File: config.mk
export PLATFORM = sky130hd
export DESIGN_NAME = sd_access_logger
export DESIGN_NICKNAME = d
export VERILOG_FILES = /design/src/rtl/sd_access_logger.sv
export SDC_FILE = /design/constraint.sdc
export NUM_CORES = 2
export LEC_CHECK = 0
export CAP_MARGIN = 20
export CORE_MARGIN = 5
export CORE_UTILIZATION = 46
export DETAILED_ROUTE_END_ITERATION = 12
export RECOVER_POWER = 100
export SKIP_LAST_GASP = 1
export SLEW_MARGIN = 20
export SYNTH_ARGS = -nofsm -noshare
export SYNTH_HDL_FRONTEND = slang
export SYNTH_SLANG_ARGS = --single-unit
File: constraint.sdc
create_clock -name rdclk -period 5.9 [get_ports rdclk]
set_clock_uncertainty 0.15 [all_clocks]
set_input_delay 0.885 -clock rdclk [delete_from_list [all_inputs] [get_ports rdclk]]
set_output_delay 0.885 -clock rdclk [all_outputs]
set_load 0.005 [all_outputs]
File: src/rtl/sd_access_logger.sv
// sd_access_logger
//   Passive tap on the fake-SD read port. Consecutive word reads are grouped
//   into sector-access bursts. Each closed burst becomes one record in an
//   internal FIFO holding the sector, word count, 16-bit data sum and a
//   partial flag. A valid/ready pop port drains the FIFO.
//
// Ports
//   rdclk, rst_n          clock, asynchronous active-low reset
//   rdreq/rdaddr/rddata   tapped read port (rddata valid one cycle after rdreq)
//   log_valid/log_ready   FIFO head handshake; a pop happens on valid && ready
//   log_sector/len/sum/partial  registered first-word-fall-through head record
//   overflow_cnt          records dropped on a full FIFO (saturating)
//   fifo_level            records currently held
//
// Latency
//   A close is detected in cycle c (a discontinuous request, the 256th word,
//   or the GAP_CYCLES-th idle cycle). The record is written at the end of
//   cycle c+1 and is visible from cycle c+2. With the last rdreq in cycle t,
//   a gap close is therefore visible in cycle t+GAP_CYCLES+2.
module sd_access_logger #(
  parameter int unsigned DEPTH_LOG2 = 4,
  parameter int unsigned GAP_CYCLES = 64
) (
  input  logic                  rdclk,
  input  logic                  rst_n,
  input  logic                  rdreq,
  input  logic [39:0]           rdaddr,
  input  logic [15:0]           rddata,
  output logic                  log_valid,
  input  logic                  log_ready,
  output logic [30:0]           log_sector,
  output logic [8:0]            log_len,
  output logic [15:0]           log_sum,
  output logic                  log_partial,
  output logic [15:0]           overflow_cnt,
  output logic [DEPTH_LOG2:0]   fifo_level
);

  localparam int unsigned DEPTH = 1 << DEPTH_LOG2;
  localparam int unsigned LW    = DEPTH_LOG2 + 1;
  localparam int unsigned IW    = $clog2(GAP_CYCLES + 1);

  typedef struct packed {
    logic [30:0] sector;
    logic [8:0]  len;
    logic [15:0] sum;
    logic        partial;
  } rec_t;

  typedef enum logic {
    S_IDLE,
    S_OPEN
  } state_t;

  // ---------------------------------------------------------------------
  // Request stage
  // ---------------------------------------------------------------------
  state_t        state, state_nxt;
  logic [30:0]   cur_sector;
  logic [8:0]    cur_off;
  logic [8:0]    cur_len;
  logic [39:0]   expect_addr;
  logic          cur_tag;
  logic [IW-1:0] idle_cnt;

  logic          burst_open;
  logic          continue_hit;
  logic          open_new;
  logic          len_full;
  logic          gap_hit;
  logic          close_now;
  logic [8:0]    close_len;
  logic          req_tag;

  always_comb begin
    burst_open   = (state == S_OPEN);
    continue_hit = burst_open && rdreq && (rdaddr == expect_addr) && (rdaddr[8:0] != '0);
    open_new     = rdreq && !continue_hit;
    len_full     = continue_hit && (cur_len == 9'd255);
    gap_hit      = burst_open && !rdreq && (idle_cnt == IW'(GAP_CYCLES - 1));
    close_now    = (burst_open && open_new) || len_full || gap_hit;
    close_len    = len_full ? 9'd256 : cur_len;
    // Each burst toggles the tag so the previous burst's last data word and
    // the new burst's first data word land in different accumulators.
    req_tag      = open_new ? ~cur_tag : cur_tag;
  end

  always_comb begin
    state_nxt = state;
    if (open_new) begin
      state_nxt = S_OPEN;
    end else if (len_full || gap_hit) begin
      state_nxt = S_IDLE;
    end
  end

  always_ff @(posedge rdclk or negedge rst_n) begin
    if (!rst_n) begin
      state <= S_IDLE;
    end else begin
      state <= state_nxt;
    end
  end

  always_ff @(posedge rdclk or negedge rst_n) begin
    if (!rst_n) begin
      cur_sector  <= '0;
      cur_off     <= '0;
      cur_len     <= '0;
      expect_addr <= '0;
      cur_tag     <= 1'b0;
      idle_cnt    <= '0;
    end else begin
      if (rdreq) begin
        idle_cnt <= '0;
      end else if (idle_cnt != IW'(GAP_CYCLES)) begin
        idle_cnt <= idle_cnt + IW'(1);
      end

      if (open_new) begin
        cur_sector  <= rdaddr[39:9];
        cur_off     <= rdaddr[8:0];
        cur_len     <= 9'd1;
        expect_addr <= rdaddr + 40'd2;
        cur_tag     <= ~cur_tag;
      end else if (continue_hit) begin
        cur_len     <= cur_len + 9'd1;
        expect_addr <= expect_addr + 40'd2;
      end
    end
  end

  // ---------------------------------------------------------------------
  // Data stage: accumulate rddata one cycle after its request
  // ---------------------------------------------------------------------
  logic        req_d;
  logic        tag_d;
  logic        first_d;
  logic [15:0] acc     [2];
  logic [15:0] acc_nxt [2];

  always_comb begin
    acc_nxt = acc;
    if (req_d) begin
      acc_nxt[tag_d] = first_d ? rddata : (acc[tag_d] + rddata);
    end
  end

  always_ff @(posedge rdclk or negedge rst_n) begin
    if (!rst_n) begin
      req_d   <= 1'b0;
      tag_d   <= 1'b0;
      first_d <= 1'b0;
      acc[0]  <= '0;
      acc[1]  <= '0;
    end else begin
      req_d   <= rdreq;
      tag_d   <= req_tag;
      first_d <= open_new;
      acc     <= acc_nxt;
    end
  end

  // ---------------------------------------------------------------------
  // Pending record: holds a closed burst for one cycle so that its last
  // data word (at most one cycle behind the close) is folded into the sum.
  // The sum is taken from acc_nxt so a word arriving in this very cycle is
  // included.
  // ---------------------------------------------------------------------
  logic        pend_valid;
  logic [30:0] pend_sector;
  logic [8:0]  pend_len;
  logic        pend_partial;
  logic        pend_tag;
  rec_t        push_rec;

  always_ff @(posedge rdclk or negedge rst_n) begin
    if (!rst_n) begin
      pend_valid   <= 1'b0;
      pend_sector  <= '0;
      pend_len     <= '0;
      pend_partial <= 1'b0;
      pend_tag     <= 1'b0;
    end else begin
      pend_valid <= close_now;
      if (close_now) begin
        pend_sector  <= cur_sector;
        pend_len     <= close_len;
        pend_partial <= (close_len != 9'd256) || (cur_off != '0);
        pend_tag     <= cur_tag;
      end
    end
  end

  always_comb begin
    push_rec.sector  = pend_sector;
    push_rec.len     = pend_len;
    push_rec.sum     = acc_nxt[pend_tag];
    push_rec.partial = pend_partial;
  end

  // ---------------------------------------------------------------------
  // Record FIFO with registered first-word-fall-through head
  // ---------------------------------------------------------------------
  rec_t                  mem [DEPTH];
  rec_t                  head;
  logic [DEPTH_LOG2-1:0] wr_ptr;
  logic [DEPTH_LOG2-1:0] rd_ptr;
  logic [DEPTH_LOG2-1:0] rd_nxt;
  logic [LW-1:0]         level;
  logic [LW-1:0]         level_nxt;
  logic                  pop;
  logic                  full;
  logic                  push_ok;
  logic                  drop;

  always_comb begin
    pop       = log_valid && log_ready;
    full      = (level == LW'(DEPTH));
    push_ok   = pend_valid && (!full || pop);
    drop      = pend_valid && full && !pop;
    rd_nxt    = pop ? (rd_ptr + DEPTH_LOG2'(1)) : rd_ptr;
    level_nxt = level + LW'(push_ok) - LW'(pop);
  end

  always_ff @(posedge rdclk or negedge rst_n) begin
    if (!rst_n) begin
      for (int unsigned i = 0; i < DEPTH; i++) begin
        mem[i] <= '0;
      end
      head         <= '0;
      wr_ptr       <= '0;
      rd_ptr       <= '0;
      level        <= '0;
      log_valid    <= 1'b0;
      overflow_cnt <= '0;
    end else begin
      if (push_ok) begin
        mem[wr_ptr] <= push_rec;
        wr_ptr      <= wr_ptr + DEPTH_LOG2'(1);
      end
      rd_ptr    <= rd_nxt;
      level     <= level_nxt;
      log_valid <= (level_nxt != '0);
      // The new head slot equals the write slot only when the FIFO was
      // (or is about to become) empty; bypass the memory in that case.
      if (level_nxt != '0) begin
        head <= (push_ok && (wr_ptr == rd_nxt)) ? push_rec : mem[rd_nxt];
      end
      if (drop && (overflow_cnt != 16'hFFFF)) begin
        overflow_cnt <= overflow_cnt + 16'd1;
      end
    end
  end

  assign log_sector  = head.sector;
  assign log_len     = head.len;
  assign log_sum     = head.sum;
  assign log_partial = head.partial;
  assign fifo_level  = level;

endmodule

==> flow_summary.ini <==
[sta]
hold_violations = 0
slew_headroom_pct = -162
post-route-min-period_ps = 5260
fmax_mhz = 190
fin_tns_setup_ps = 0
worst_slack_ps = 642
setup_viol = 0
finalCritPeriodShare_pct = 89.1
tightestPinTransition_ps = 3930
slew_violations = 952
rsz0062_at_grt = false

[drt]
drtIter0Drc = 3327
wl_per_cell_um = 21.7
routed_wl_mm = 157
viasPerCell = 5.76
antenna_left = 0
vias = 41800
drc_errors = 0
first_pass_iters = 5

[pwr]
leakage_nw = 28.2
peakVddDrop_mv = 0.515
p_per_area_nw_per_um2 = 592

[synthesis]
syn_area_um2 = 56300
synth.area.top_cells = dfrtp_1, mux2_2, nand2_1
synth_cells = 5676
syn_nets = 5770
syn_area_per_cell_um2 = 9.92
synth_edf_count = 0
synth_top_area_share_pct = 52.2
ys.flop_type = dfrtp_1
ys_ff_latch = 1173
synth_area_leader_cell = dfrtp_1
ys_types = 77
yosysSeqAreaShare_pct = 52.2
synthArstFlopShare_pct = 100
yosys_warnings = 0

[cells_and_area]
nets = 5636
n_antenna_cell = 0
fin_area_um2 = 63200
fill_cells = 11100
drive_above_1_share_pct = 18.2
fin_cells = 7266
syn_to_final_growth_pct = 12.3

[global_routing]
grt_pass1_wl_mm = 250
grt_util_all_layers_pct = 24.2
grt.busiest_layer = met2
grt_max_degree = 156
met1_usage_pct = 34.0
antenna_found_initial = 1
grt-ovfl-total = 0
use_met2_pct = 39.5
gr-usage-met3_pct = 3.41
grt_pass1_vias = 42000

[status]
status = finished, violations left
violations = max-capacitance violations, max-slew violations

[setup_path]
criticalPathCategory = primary input to flip-flop
worstReg2RegStart = pend_valid
cpLargestDelayFamily = buffers and inverters
cp_max_fo = 38
cp-start-kind = primary input
crit_start = log_ready
path_common_cell = nand2_1
worst-path-buf-inv = 3
cp_cell_sequence = dlygate4sd3_1, nand2_1, nand2_1, and2_0, clkbuf_1, nand3_2, buf_12, mux2_2
critPathCaptureType = flip-flop
crit_arrival_ps = 5700
crit_required_ps = 6350
worst_path_max_delay_cell = nand3_2
max_stage_delay_ps = 1640

[die]
die_w_um = 360
initial_core_util_pct = 46.2
core-area_um2 = 122000
ios = 139
placementRows = 128
die-area_um2 = 129000
fp.dieH_um = 360

[placement]
dp_hpwl_mm = 90.1
place_area_um2 = 59100
pre_cts_ws_ps = 582
port_buffers = 138
placed_cells = 7032
routabilityCongestion = 0.898

[clock_network]
htreeDepth = 4
hold_buffers = 0
cts_tree = yes
numCtsBuffers = 133
cts-resized-gates = 0
cts_setup_buffers = 0
cts_sinks = 1173
cts_root_buf = clkbuf_16
path_clk_slew_ps = 60
clock_latency_ps = 730
cts_max_path_buffers = 3

[hold_path]
hold_path_startpoint = log_sector[3]
min_path_type = flip-flop to flip-flop

[job]
drv_cap = 21
[worst register-to-register path, stage by stage (launching register included)]
cell      delay, ps
dfrtp_1         780
and2_0          260
clkbuf_1       1200
nand3_2        1660
buf_12          700
mux2_2          360
[layer usage]
| layer | wire length [um] | vias up |
|---|---|---|
| met5 | 10 | - |
| met4 | 4040 | 2 |
| met3 | 7520 | 272 |
| met2 | 73800 | 999 |
| met1 | 72100 | 21200 |
| li1 | - | 19400 |
[logic make-up after synthesis]
logic type | synth area share, %
compound gates | 9.91
xor+xnor | 1.70
fa+ha+maj | 0.782
buf+inv | 3.78
flops | 52.2
mux | 15.1
simple gates | 16.6
[flip-flops by register name, summed over array words and instances, names as in the netlist, 16 cells and up]
register and count:
log_sector 31, mem 912, overflow_cnt 16, expect_addr 39, acc 32, pend_sector 31
log_sum 16, cur_sector 31
[cell usage in the layout (no fill, tap or decap), types with 80 or more instances in the layout]
master and n:
a31oi_1 107, mux2_2 699, a21oi_1 118, nor2_1 100, clkbuf_16 137, o21ai_0 396, nand3_1 229, dlygate4sd3_1 80
dfrtp_1 1172, a311oi_1 132, and3_1 165, nand2_1 1482
[final cells by class]
class | instances | area (um^2) | area share (%)
Inverter | 53 | 214 | 0.339
Tap cell | 1625 | 2030 | 3.22
Clock buffer | 189 | 3860 | 6.11
Sequential cell | 1173 | 29400 | 46.5
Multi-Input combinational cell | 3946 | 25000 | 39.5
Timing Repair Buffer | 235 | 2220 | 3.52
Clock inverter | 45 | 543 | 0.859
[stage by stage]
step / utilization (%) / power (mW) / hold slack, ps
after floorplan: - / 23.7 / 290
after global placement: 48.5 / 29.1 / 311
final: 51.9 / 37.4 / 321
after CTS: 52.2 / 37.9 / 27.5
after detailed placement: 48.5 / 29.4 / 310
after global routing: 51.9 / 40.0 / 343
[synth_stat cells (all sizes together), types with 3 or more instances]
library cell  number
a311oi           132
o221ai             8
a31oi            107
inv               52
o31ai              9
mux4              13
and2              11
a221o              5
o21a              15
or3               14
mux2             702
mux2i             27
nor3              18
nand2           1483
dfrtp           1173
and4              12
xor2              33
nand2b            10
nand4             42
and3             165
xnor2             76
o21ai            397
a21oi            118
a22oi              8
a211oi            51
nor2b             20
nand4b             3
o21bai             3
nand3            240
nor2             101
o22ai              9
nor4              16
or2                3
o31a               4
nand3b             8
clkbuf           412
buf               92
a21o               6
or4                8
o211ai            10
ha                32
[report_power, final]
group | internal (mW) | switching, mW | total, mW
Clock | 4.96 | 3.37 | 8.34
Sequential | 11.1 | 1.78 | 12.8
Combinational | 6.31 | 9.92 | 16.2
[path summary, 6_finish.rpt]
check / to / slack (ps) / cells past startpoint
max in group asynchronous: mem[845] / 1380 / 2
worst min-delay path: log_sector[3] / 320 / 2
min in group asynchronous: acc[2] / 1250 / 1
worst max-delay path: mem[332] / 640 / 8
worst max register to register: mem[332] / 670 / 5
worst min register to register: log_sector[3] / 320 / 2
No activity file was read; power rests on OpenSTA's default activity.
